[config.mk]
export PLATFORM = sky130hd
export DESIGN_NAME = kbd_io_bridge
export DESIGN_NICKNAME = d
export VERILOG_FILES = /design/src/rtl/kbd_io_pkg.sv /design/src/rtl/kbd_io_bridge_fifo.sv /design/src/rtl/kbd_io_bridge.sv
export SDC_FILE = /design/constraint.sdc
export NUM_CORES = 1
export LEC_CHECK = 0
export CAP_MARGIN = 10
export CORE_AREA = 5 5 124 126
export DETAILED_ROUTE_END_ITERATION = 12
export DIE_AREA = 0 0 129 131
export GPL_TIMING_DRIVEN = 1
export PLACE_DENSITY = 0.75
export SLEW_MARGIN = 20
export SYNTH_ARGS = -nofsm -noshare
export SYNTH_HDL_FRONTEND = slang
export SYNTH_HIERARCHICAL = 1
export SYNTH_SLANG_ARGS = --single-unit
[constraint.sdc]
create_clock -name CLK -period 7.1 [get_ports CLK]
set_clock_uncertainty 0.15 [all_clocks]
set_input_delay 1.775 -clock CLK [delete_from_list [all_inputs] [get_ports CLK]]
set_output_delay 1.775 -clock CLK [all_outputs]
set_load 0.01 [all_outputs]
[src/rtl/kbd_io_pkg.sv]
// kbd_io_pkg
// Shared definitions for the keyboard-to-memory bridge: PS/2 prefix codes,
// bit positions inside a 16-bit key event, the writer FSM state encoding,
// and a helper that packs a key event word.
package kbd_io_pkg;

   localparam logic [7:0] KC_BREAK = 8'hF0;
   localparam logic [7:0] KC_EXT   = 8'hE0;

   // Key event layout: {rel, ext, 6'b0, code}
   localparam int EV_REL      = 15;
   localparam int EV_EXT      = 14;
   localparam int EV_CODE_MSB = 7;
   localparam int EV_CODE_LSB = 0;

   typedef enum logic [1:0] {
      IDLE    = 2'd0,
      WR_DATA = 2'd1,
      WR_HEAD = 2'd2
   } state_t;

   function automatic logic [15:0] make_event(input logic rel,
                                              input logic ext,
                                              input logic [7:0] code);
      logic [15:0] ev;
      ev = '0;
      ev[EV_REL] = rel;
      ev[EV_EXT] = ext;
      ev[EV_CODE_MSB:EV_CODE_LSB] = code;
      return ev;
   endfunction

endpackage

[src/rtl/kbd_io_bridge_fifo.sv]
// kbd_fifo
// Small synchronous show-ahead FIFO for 16-bit key events.
// Ports:
//   clk, rst        clock, synchronous active-high reset
//   push, push_data write request and data (ignored when full)
//   pop             read request (ignored when empty)
//   pop_data        entry at the head of the queue
//   full, empty     occupancy flags
//   count           number of stored entries
module kbd_fifo #(
   parameter int FIFO_DEPTH_LOG2 = 3
) (
   input  logic                       clk,
   input  logic                       rst,
   input  logic                       push,
   input  logic [15:0]                push_data,
   input  logic                       pop,
   output logic [15:0]                pop_data,
   output logic                       full,
   output logic                       empty,
   output logic [FIFO_DEPTH_LOG2:0]   count
);

   localparam int DEPTH = 1 << FIFO_DEPTH_LOG2;

   logic [15:0]                mem [DEPTH];
   logic [FIFO_DEPTH_LOG2-1:0] wr_ptr;
   logic [FIFO_DEPTH_LOG2-1:0] rd_ptr;
   logic                       do_push;
   logic                       do_pop;

   assign full     = (count == (FIFO_DEPTH_LOG2+1)'(DEPTH));
   assign empty    = (count == '0);
   assign do_push  = push & ~full;
   assign do_pop   = pop & ~empty;
   assign pop_data = mem[rd_ptr];

   // Pointers wrap naturally at the power-of-two depth; count tracks
   // occupancy so full and empty never need pointer comparison.
   always_ff @(posedge clk) begin
      if (rst) begin
         wr_ptr <= '0;
         rd_ptr <= '0;
         count  <= '0;
      end else begin
         if (do_push) wr_ptr <= wr_ptr + 1'b1;
         if (do_pop)  rd_ptr <= rd_ptr + 1'b1;
         case ({do_push, do_pop})
            2'b10:   count <= count + 1'b1;
            2'b01:   count <= count - 1'b1;
            default: count <= count;
         endcase
      end
   end

   // Storage needs no reset; stale entries are unreachable once pointers clear.
   always_ff @(posedge clk) begin
      if (do_push) mem[wr_ptr] <= push_data;
   end

endmodule

[src/rtl/kbd_io_bridge.sv]
// kbd_io_bridge
// Turns PS/2 scan codes from kbctrl into 16-bit key events (break and
// extended prefixes folded in), queues them, and writes each one into a
// ring buffer in data memory followed by the updated head index.
// Ports:
//   CLK, RST     system clock, synchronous active-high reset
//   KCODE        scan code, stable while KCOME is high
//   KCOME        code-valid level from the keyboard clock domain
//   CLR_OVF      pulse that clears OVERFLOW
//   WADDR_IO     memory write address
//   DATA_IN_IO   memory write data
//   MW_IO_ON     memory write enable, one word per high cycle
//   OVERFLOW     sticky dropped-event flag
//   PENDING      events waiting in the FIFO
module kbd_io_bridge
   import kbd_io_pkg::*;
#(
   parameter logic [15:0] BUF_BASE        = 16'h0F00,
   parameter int          BUF_DEPTH_LOG2  = 4,
   parameter logic [15:0] HEAD_ADDR       = 16'h0EFF,
   parameter int          FIFO_DEPTH_LOG2 = 3
) (
   input  logic                       CLK,
   input  logic                       RST,
   input  logic [7:0]                 KCODE,
   input  logic                       KCOME,
   input  logic                       CLR_OVF,
   output logic [15:0]                WADDR_IO,
   output logic [15:0]                DATA_IN_IO,
   output logic                       MW_IO_ON,
   output logic                       OVERFLOW,
   output logic [FIFO_DEPTH_LOG2:0]   PENDING
);

   logic        sync1, sync2, sync3;
   logic        rise_q;
   logic        rel_flag, ext_flag;
   logic        fifo_push, fifo_pop, fifo_full, fifo_empty;
   logic [15:0] fifo_data;
   logic [15:0] push_data;
   logic        drop;

   state_t                    state, state_next;
   logic [BUF_DEPTH_LOG2-1:0] head, head_next, head_inc;
   logic                      mw_next;
   logic [15:0]               waddr_next, data_next;

   // A capture is a non-prefix code arriving one cycle after the registered
   // edge detect; prefixes only arm the flags for the following code.
   assign fifo_push = rise_q && (KCODE != KC_BREAK) && (KCODE != KC_EXT);
   assign push_data = make_event(rel_flag, ext_flag, KCODE);
   assign drop      = fifo_push & fifo_full;

   // Synchroniser, registered rising-edge detect, prefix flags and the
   // sticky overflow flag. A drop still consumes the prefix flags, and a
   // drop outranks a simultaneous clear.
   always_ff @(posedge CLK) begin
      if (RST) begin
         sync1    <= 1'b0;
         sync2    <= 1'b0;
         sync3    <= 1'b0;
         rise_q   <= 1'b0;
         rel_flag <= 1'b0;
         ext_flag <= 1'b0;
         OVERFLOW <= 1'b0;
      end else begin
         sync1  <= KCOME;
         sync2  <= sync1;
         sync3  <= sync2;
         rise_q <= sync2 & ~sync3;
         if (rise_q) begin
            if (KCODE == KC_BREAK) begin
               rel_flag <= 1'b1;
            end else if (KCODE == KC_EXT) begin
               ext_flag <= 1'b1;
            end else begin
               rel_flag <= 1'b0;
               ext_flag <= 1'b0;
            end
         end
         if (drop)         OVERFLOW <= 1'b1;
         else if (CLR_OVF) OVERFLOW <= 1'b0;
      end
   end

   kbd_fifo #(
      .FIFO_DEPTH_LOG2 (FIFO_DEPTH_LOG2)
   ) u_fifo (
      .clk       (CLK),
      .rst       (RST),
      .push      (fifo_push),
      .push_data (push_data),
      .pop       (fifo_pop),
      .pop_data  (fifo_data),
      .full      (fifo_full),
      .empty     (fifo_empty),
      .count     (PENDING)
   );

   assign head_inc = head + 1'b1;

   // Writer next-state logic. Output values are computed for the state being
   // entered so the memory port is fully registered; the head index advances
   // on entry to WR_HEAD so a following WR_DATA already sees the new slot.
   always_comb begin
      state_next = state;
      head_next  = head;
      mw_next    = 1'b0;
      waddr_next = WADDR_IO;
      data_next  = DATA_IN_IO;
      fifo_pop   = 1'b0;
      case (state)
         IDLE, WR_HEAD: begin
            if (!fifo_empty) begin
               fifo_pop   = 1'b1;
               state_next = WR_DATA;
               mw_next    = 1'b1;
               waddr_next = BUF_BASE + {{(16-BUF_DEPTH_LOG2){1'b0}}, head};
               data_next  = fifo_data;
            end else begin
               state_next = IDLE;
            end
         end
         WR_DATA: begin
            state_next = WR_HEAD;
            mw_next    = 1'b1;
            waddr_next = HEAD_ADDR;
            data_next  = {{(16-BUF_DEPTH_LOG2){1'b0}}, head_inc};
            head_next  = head_inc;
         end
         default: begin
            state_next = IDLE;
         end
      endcase
   end

   // Writer state and registered memory port; reset abandons any write.
   always_ff @(posedge CLK) begin
      if (RST) begin
         state      <= IDLE;
         head       <= '0;
         MW_IO_ON   <= 1'b0;
         WADDR_IO   <= '0;
         DATA_IN_IO <= '0;
      end else begin
         state      <= state_next;
         head       <= head_next;
         MW_IO_ON   <= mw_next;
         WADDR_IO   <= waddr_next;
         DATA_IN_IO <= data_next;
      end
   end

endmodule

==> flow_summary.yaml, run 1 <==
outcome:
  status: "complete, no violations"
timing:
  worst_slew_pin_slew_ns: 1.07
  rsz0062_at_grt: "false"
  fin_ws_ns: 2.67
  setup_viol: 0
  fmax_mhz: 226
  hold_viol_final: 0
  fin_tns_setup_ns: 0
  fin_crit_sh_pct: 62.4
  min_period_ns: 4.43
  finalMaxSlewViolations: 0
  slew_headroom_pct: 28.2
route:
  met3WireLength_um: 553
  drt_first_iter_violations: 306
  wire_per_inst_um: 18.5
  ant_nets: 0
  drt-total-wl_um: 12700
  route.met2.wl_um: 6570
  via_count: 3576
  top_layer: "met4"
  routedLengthMet1_um: 5310
  drt_pass1_iterations: 4
  viasPerCell: 5.24
  route.detailed.drc: 0
clock_tree:
  post_cts_resized: 0
  cts_sinks: 178
  cts_buffers: 17
  cts_tree: "yes"
  ctsRootBufferMaster: "clkbuf_16"
  clkTransAtPathRegs_ns: 0.06
  ctsHoldBuffers: 0
  cts_setup_buffers: 0
  cts_buffer_depth: 2
  cts_max_level: 4
  insertion_delay_ns: 0.42
yosys:
  synthTopCellsByArea: "edfxtp_1 (55%), dfxtp_1 (14%), mux4_1 (11%), mux2_2 (2.8%), a22o_1 (1.5%)"
  synth_area_leader_cell: "edfxtp_1"
  yosys.area.top_type_share_pct: 55.3
  synth_ff_type: "edfxtp_1"
  yosysSeqAreaShare_pct: 69.7
  synthCells: 388
  syn_area_um2: 6950
  synth_enable_flop_cells: 128
  synth.distinct_cells: 47
  synth_warnings: 6
  ys_async_sr_fraction_pct: 0
  synth_seq_cells: 178
  synth.avg_cell_area_um2: 17.9
worst_hold_path:
  holdCritPathClass: "flop to flop"
  min_from: "sync3$_SDFF_PP0_"
pwr:
  power_density_nw_per_um2: 251
  p_leak_nw: 2.83
  power.total_mw: 2.07
  peakVddDrop_uv: 190
worst_setup_path:
  end_kind: "flop"
  reg2reg_slack_ns: 3.53
  cp_cell_sequence: "clkdlybuf4s50_1 > nand4b_1 > o41a_1 > nand2_1 > or2_2 > nor3_2 > buf_4"
  critPathBufInv: 2
  cp_slowest_stage_delay_ns: 0.64
  crit_type: "input pin to flop"
  cp_data_arrival_time_ns: 4.40
  crit_family: "simple AND/OR/NAND/NOR gates"
  reg2reg_from: "u_fifo/count[0]$_SDFFE_PP0P_"
  worstSetupStartpointType: "input pin"
  crit_fanout: 9
  worst_ep_required_time_ns: 7.07
  crit_start: "KCODE[2]"
  critPathSlowestCell: "clkdlybuf4s50_1"
die:
  pin_count: 50
  core_um2: 14200
  dieArea_um2: 16900
  initial_utilization_pct: 48.9
  die_height_um: 131
  rows: 44
  die_w_um: 129
place:
  routabilityCongestion: 0.752
  numPortBuffers: 45
  dp_cells: 650
  dpl.hpwl_um: 7930
  dp_slack_ns: 2.26
global_route:
  overflow: 0
  grt_pass1_wl_um: 19500
  grt_pass1_vias: 3565
  grtUsageTotal_pct: 15.7
  antenna_found_initial: 0
  grt_max_degree: 38
finish:
  instances_no_fill: 682
  final_nets: 503
  diodes: 0
  drive_above_1_share_pct: 13.7
  area_growth_syn_to_layout_pct: 18.7
  postLayoutCoreUtil_pct: 58.1
job:
  drv_cap: 0
-- worst reg2reg max path, stage by stage, from the launching register on --
cell and delay [ns]:
dfxtp_1 0.39, nor4_1 0.61, or2_1 0.55, clkinv_4 0.14, o41a_1 0.24, ha_1 0.42
or3_1 0.42, o32ai_1 0.18, mux2_2 0.37
-- through the flow --
stage,cell area (um2),hold slack (ns)
floorplan,7140,0.217
global placement,7700,0.229
detailed placement,7700,0.230
CTS,8250,0.239
global route,8250,0.259
finish,8250,0.236
-- worst paths after layout --
check,endpoint,cells past startpoint
worst max-delay path,u_fifo/mem[0][15]$_DFFE_PP_,7
worst min-delay path,rise_q$_SDFF_PP0_,1
worst max register to register,u_fifo/count[3]$_SDFFE_PP0P_,8
worst min register to register,rise_q$_SDFF_PP0_,1
-- cell usage after synthesis, types with 2 or more instances --
master,instances
a21oi_1,10
a22o_1,12
a31oi_1,2
buf_1,3
buf_4,10
buf_6,8
clkbuf_1,2
clkbuf_2,2
dfxtp_1,50
edfxtp_1,128
ha_1,6
inv_1,3
mux2_2,17
mux2i_1,3
mux4_1,28
mux4_2,4
nand2_1,10
nand2b_1,2
nand3_1,5
nor2_1,27
nor2b_1,10
nor3_1,6
o21ai_0,4
o22ai_1,4
o41a_1,2
or3_1,2
xnor2_1,3
xor2_1,6
-- final cells by class --
type	count	area (um2)
fillers	1071	5960
flip-flops and latches	178	4840
multi-input cells	231	2090
repair buffers	53	510
clock buffers	18	429
well taps	184	230
clock inverters	14	119
inverters	4	20.0
-- sequential cells by signal, indices dropped and copies added (netlist names), 2 cells and up, named ones only --
signal,count
u_fifo/wr_ptr,3
u_fifo/count,4
head,4
u_fifo/rd_ptr,3
WADDR_IO,7
state,2
DATA_IN_IO,16
u_fifo/mem,128
-- report_power, final --
part / internal, mW / total [mW] / leakage, nW / switching [mW]
logic: 0.0316 / 0.0689 / 1.02 / 0.0373
clock network: 0.508 / 0.870 / 0.265 / 0.362
registers: 1.12 / 1.13 / 1.54 / 0.00649
total: 1.66 / 2.07 / 2.83 / 0.406
-- layer usage --
layer | global-route usage (%) | up-vias
li1 | - | 1674
met1 | 19.9 | 1800
met2 | 26.1 | 87
met3 | 4.02 | 15
met4 | 6.42 | 0
met5 | 0 | -
-- cells in the final DEF (no fill, tap or decap), types with 12 or more instances in the layout --
| cell | Yosys | routed |
|---|---|---|
| edfxtp_1 | 128 | 128 |
| nor2_1 | 27 | 24 |
| a22o_1 | 12 | 12 |
| mux2_2 | 17 | 17 |
| dfxtp_1 | 50 | 50 |
| clkbuf_16 | 0 | 17 |
| mux4_1 | 28 | 28 |
| conb_1 | 1 | 52 |
| clkdlybuf4s50_1 | 0 | 45 |
-- cells by family after synthesis --
| group | count (synthesis) | synth area share, % |
|---|---|---|
| AO/OA/AOI/OAI | 39 | 4.14 |
| XOR/XNOR | 9 | 1.13 |
| adder cells (fa/ha/maj) | 6 | 1.08 |
| buffers and inverters | 30 | 3.15 |
| flip-flops | 178 | 69.7 |
| multiplexers | 53 | 15.3 |
| other | 1 | 0.0540 |
| AND/OR/NAND/NOR | 72 | 5.42 |
Note: power is estimated with default switching activity, not from simulation.
==> inputs of run 2 (changes only) <==
--- a/config.mk
+++ b/config.mk
@@ -10,7 +10,7 @@
 export DETAILED_ROUTE_END_ITERATION = 12
 export DIE_AREA = 0 0 129 131
 export GPL_TIMING_DRIVEN = 1
-export PLACE_DENSITY = 0.75
+export PLACE_DENSITY = 0.78
 export SLEW_MARGIN = 20
 export SYNTH_ARGS = -nofsm -noshare
 export SYNTH_HDL_FRONTEND = slang
==> constraint.sdc (replaced) <==
create_clock -name CLK -period 4.05 [get_ports CLK]
set_clock_uncertainty 0.15 [all_clocks]
set_input_delay 1.0125 -clock CLK [delete_from_list [all_inputs] [get_ports CLK]]
set_output_delay 1.0125 -clock CLK [all_outputs]
set_load 0.01 [all_outputs]
==> flow_summary.yaml, run 2 (synthesis results as in run 1) <==
outcome:
  status: "complete, no violations"
timing:
  fin_crit_sh_pct: 87.8
  fin_tns_setup_ns: 0
  worst_slew_pin_slew_ns: 1.02
  fin_ws_ns: 0.494
  fmax_mhz: 281
  hold_viol_final: 0
  min_period_ns: 3.56
  setup_viol: 0
  finalMaxSlewViolations: 0
  hold_slack_ns: 0.246
  slew_headroom_pct: 31.6
  rsz0062_at_grt: "false"
pwr:
  p_leak_nw: 2.94
  peakVddDrop_uv: 352
  internal_power_mw: 3.09
  switching_share_pct: 18.9
  power_frac_clock_pct: 44.7
  netSwitchingPower_uw: 719
  power.total_mw: 3.80
  power_density_nw_per_um2: 451
  p_seq_share_pct: 52.0
  combPwrFrac_pct: 3.3
route:
  route.detailed.drc: 0
  drt-total-wl_um: 13700
  viasPerCell: 5.30
  drt_first_iter_violations: 267
  wire_per_inst_um: 19.7
  drt_pass1_iterations: 4
  ant_nets: 0
  via_count: 3686
finish:
  area_growth_syn_to_layout_pct: 21.4
  top_register: "u_fifo/mem"
  largest_reg_flops: 128
  layout_commonest_cell: "edfxtp_1"
  instances_no_fill: 695
  register_area_um2: 4840
  largestRegisters: "u_fifo/mem (128), DATA_IN_IO (16), WADDR_IO (7)"
  nFillCells: 1016
  final_cell_mix: "edfxtp_1 (128), conb_1 (52), dfxtp_1 (50)"
  design_area_um2: 8430
  diodes: 0
  postLayoutCoreUtil_pct: 59.4
  final_nets: 516
  multi_input_area_um2: 2080
  drive_above_1_share_pct: 15.9
clock_tree:
  cts_tree: "yes"
  cts_setup_buffers: 0
  cts_sinks: 178
  cts_buffer_depth: 2
  ctsRootBufferMaster: "clkbuf_16"
  ctsHoldBuffers: 0
  cts_buffers: 17
  post_cts_resized: 0
  insertion_delay_ns: 0.42
  clkTransAtPathRegs_ns: 0.06
  cts_max_level: 4
place:
  dp_cells: 663
  numPortBuffers: 45
  dpl.hpwl_um: 8670
  dp_slack_ns: 0.144
  placedInstanceArea_um2: 7810
  routabilityCongestion: 0.813
global_route:
  overflow: 0
  grtUsageTotal_pct: 16.8
  grt_pass1_wl_um: 21100
  grt_max_degree: 23
  antenna_found_initial: 0
  grt_pass1_vias: 3915
die:
  pin_count: 50
  initial_utilization_pct: 48.9
  die_height_um: 131
  dieArea_um2: 16900
  rows: 44
  die_w_um: 129
  core_um2: 14200
worst_setup_path:
  cp_slowest_stage_delay_ns: 0.63
  cp_data_arrival_time_ns: 3.76
  reg2reg_from: "u_fifo/count[0]$_SDFFE_PP0P_"
  worstSetupStartpointType: "input pin"
  crit_fanout: 9
  reg2reg_depth: 11
  cp_cell_sequence: "clkdlybuf4s50_1 > nand4b_1 > o41a_1 > nand2_1 > ha_1 > xor2_1 > ha_1 > a21oi_1 > xor2_1 > or3_1 > a21oi_1"
  worst_ep_required_time_ns: 4.25
  crit_start: "KCODE[7]"
  critPathSlowestCell: "clkdlybuf4s50_1"
  end_kind: "flop"
  reg2reg_slack_ns: 0.90
  crit_type: "input pin to flop"
  r2r-end: "u_fifo/count[2]$_SDFFE_PP0P_"
worst_hold_path:
  hold_depth: 1
  holdCritPathClass: "flop to flop"
  min_from: "sync3$_SDFF_PP0_"
  holdPathEnd: "rise_q$_SDFF_PP0_"
job:
  drv_cap: 0
[run 2: cell count changes in the layout (fill, tap and decap cells not counted), moves of 2 or more]
cell | before | now
buf_12 | 0 | 2
nor2_1 | 24 | 27
clkbuf_1 | 1 | 3
bufinv_16 | 2 | 4
buf_4 | 8 | 19
clkinv_1 | 6 | 1
nor2_2 | 4 | 1
clkinvlp_4 | 1 | 3
clkbuf_8 | 0 | 2
[run 2: how the worst max path moves through the flow]
stage	endpoint	slack (ns)	depth (start not counted)
detailed placement	u_fifo/count[3]$_SDFFE_PP0P_	0.14	8
CTS	u_fifo/count[2]$_SDFFE_PP0P_	0.52	11
global placement	u_fifo/count[3]$_SDFFE_PP0P_	0.27	8
global route	u_fifo/count[2]$_SDFFE_PP0P_	0.30	11
floorplan	u_fifo/mem[0][0]$_DFFE_PP_	0.55	5
finish	u_fifo/count[2]$_SDFFE_PP0P_	0.49	11
[run 2: cell type report]
class | count | share of cell area (%)
clock buffer | 22 | 5.50
tap | 184 | 2.73
inverter | 4 | 0.237
sequential | 178 | 57.4
timing repair buffer | 66 | 7.51
clock inverter | 10 | 1.85
multi-input combinational | 231 | 24.7
[run 2: power by group through the flow]
stage	combinational (mW)	sequential (mW)	clock (mW)
2_1_floorplan	0.0619	2.02	0
3_3_place_gp	0.119	2.02	0
3_5_place_dp	0.122	2.02	0
4_1_cts	0.124	1.98	1.73
5_1_grt	0.137	1.98	1.80
6_report	0.125	1.98	1.70
[run 2: routing by layer]
metal	track usage, %	part of all wire, %	vias up
met2	30.1	54	117
li1	-	-	1701
met4	7.29	2.4	0
met3	3.37	4.8	22
met5	0	0	-
met1	19.8	39	1846
[run 2: worst max-delay path, delay by kind of cell]
family                   cells  cell delay, ns
buffers and inverters        1            0.63
XOR/XNOR                     2            0.22
AO/OA/AOI/OAI                3            0.71
adder cells (fa/ha/maj)      2            0.49
AND/OR/NAND/NOR              3            0.70
==> inputs of run 3 (changes only) <==
--- a/config.mk
+++ b/config.mk
@@ -6,11 +6,11 @@
 export NUM_CORES = 1
 export LEC_CHECK = 0
 export CAP_MARGIN = 10
-export CORE_AREA = 5 5 124 126
+export CORE_AREA = 5 5 145 147
 export DETAILED_ROUTE_END_ITERATION = 12
-export DIE_AREA = 0 0 129 131
+export DIE_AREA = 0 0 150 152
 export GPL_TIMING_DRIVEN = 1
-export PLACE_DENSITY = 0.78
+export PLACE_DENSITY = 0.61
 export SLEW_MARGIN = 20
 export SYNTH_ARGS = -nofsm -noshare
 export SYNTH_HDL_FRONTEND = slang
==> constraint.sdc (replaced) <==
create_clock -name CLK -period 4.05 [get_ports CLK]
set_clock_uncertainty 0.15 [all_clocks]
set_input_delay 1.0125 -clock CLK [delete_from_list [all_inputs] [get_ports CLK]]
set_output_delay 1.0125 -clock CLK [all_outputs]
set_load 0.02 [all_outputs]
==> flow_summary.yaml, run 3 (synthesis results as in run 1) <==
die:
  dieArea_um2: 22800
  die_w_um: 150
  core_um2: 19800
  die_height_um: 152
  rows: 52
  initial_utilization_pct: 35.1
  pin_count: 50
route:
  met3WireLength_um: 496
  drt-total-wl_um: 13100
  route.met2.wl_um: 7080
  drt_first_iter_violations: 190
  wire_per_inst_um: 16.9
  viasPerCell: 4.60
  via_count: 3576
  top_layer: "met4"
  ant_nets: 0
  routedLengthMet1_um: 5360
  route.detailed.drc: 0
  drt_pass1_iterations: 4
job:
  drv_cap: 0
finish:
  largestRegisters: "u_fifo/mem (128), DATA_IN_IO (16), WADDR_IO (7)"
  drive_above_1_share_pct: 15.4
  postLayoutCoreUtil_pct: 42.7
  area_growth_syn_to_layout_pct: 21.7
  final_cell_mix: "edfxtp_1 (128), conb_1 (52), dfxtp_1 (49)"
  diodes: 0
  largest_reg_flops: 128
  final_nets: 513
  layout_commonest_cell: "edfxtp_1"
  design_area_um2: 8450
  top_register: "u_fifo/mem"
clock_tree:
  cts_buffer_depth: 2
  cts_buffers: 17
  clkTransAtPathRegs_ns: 0.06
  ctsHoldBuffers: 0
  post_cts_resized: 0
  cts_sinks: 178
  insertion_delay_ns: 0.42
  cts_setup_buffers: 0
  cts_tree: "yes"
  cts_max_level: 4
  ctsRootBufferMaster: "clkbuf_16"
worst_setup_path:
  cp_data_arrival_time_ns: 3.79
  reg2reg_slack_ns: 0.99
  crit_type: "input pin to flop"
  end_kind: "flop"
  worstSetupStartpointType: "input pin"
  worst_ep_required_time_ns: 4.24
  crit_fanout: 9
global_route:
  overflow: 0
  grt_max_degree: 37
  grt_pass1_vias: 3717
  grtUsageTotal_pct: 12.0
  antenna_found_initial: 0
  grt_pass1_wl_um: 20700
timing:
  hold_viol_final: 0
  fmax_mhz: 277
  min_period_ns: 3.60
  rsz0062_at_grt: "false"
  fin_tns_setup_ns: 0
  finalMaxSlewViolations: 0
  worst_slew_pin_slew_ns: 1.01
  slew_headroom_pct: 32.7
  setup_viol: 0
  fin_crit_sh_pct: 89.0
place:
  numPortBuffers: 45
  routabilityCongestion: 0.762
  dpl.hpwl_um: 8240
  placedInstanceArea_um2: 7870
outcome:
  status: "complete, no violations"
worst_hold_path:
  holdCritPathClass: "flop to flop"
pwr:
  peakVddDrop_uv: 268
  power_density_nw_per_um2: 440
  power.total_mw: 3.72
  p_leak_nw: 2.90
## run 3: changes by cell type in the layout (fill, tap and decap cells not counted), moves of 2 or more
cell and delta:
buf_12 -2, clkinv_4 +2, clkbuf_8 -2, clkinvlp_4 -2
clkinv_2 +2
## run 3: critical path, stage by stage
cell and delay [ns]:
clkdlybuf4s50_1 0.67, nand4b_1 0.20, o41a_1 0.38, nand2_1 0.17, ha_1 0.27, xor2_1 0.18, ha_1 0.16, a21oi_1 0.05
xor2_1 0.18, or3_1 0.33, a21oi_1 0.18
## run 3: layer usage
metal	GRT usage (%)	vias up
met4	4.44	0
met1	14.4	1798
met5	0	-
li1	-	1692
met3	2.62	13
met2	21.2	73
## run 3: area by class of cell
cell class,instances,area [um2]
timing repair buffer,63,586
fill,1787,11300
clock inverter,12,143
sequential,178,4850
clock buffer,20,437
multi-input combinational,231,2080
inverter,4,20.0
tap,270,338
## run 3: path summary, 6_finish.rpt
check,to,cells past startpoint,start
setup / recovery,u_fifo/count[2]$_SDFFE_PP0P_,11,KCODE[5]
hold / removal,rise_q$_SDFF_PP0_,1,sync3$_SDFF_PP0_
setup reg to reg,u_fifo/count[2]$_SDFFE_PP0P_,11,u_fifo/count[0]$_SDFFE_PP0P_
hold reg to reg,rise_q$_SDFF_PP0_,1,sync3$_SDFF_PP0_
## run 3: per-stage QoR
| stage | hold slack [ns] | cells | worst slack [ns] |
|---|---|---|---|
| 2_1_floorplan | 0.217 | 439 | 0.546 |
| 3_3_place_gp | 0.228 | 746 | 0.181 |
| 3_5_place_dp | 0.230 | 746 | 0.0450 |
| 4_1_cts | 0.237 | 778 | 0.479 |
| 5_1_grt | 0.241 | 778 | 0.308 |
| 6_report | 0.235 | 778 | 0.445 |
## run 3: power breakdown
group	internal, mW	switching (mW)
registers	1.97	0.0114
clock network	0.963	0.643
logic	0.0582	0.0792
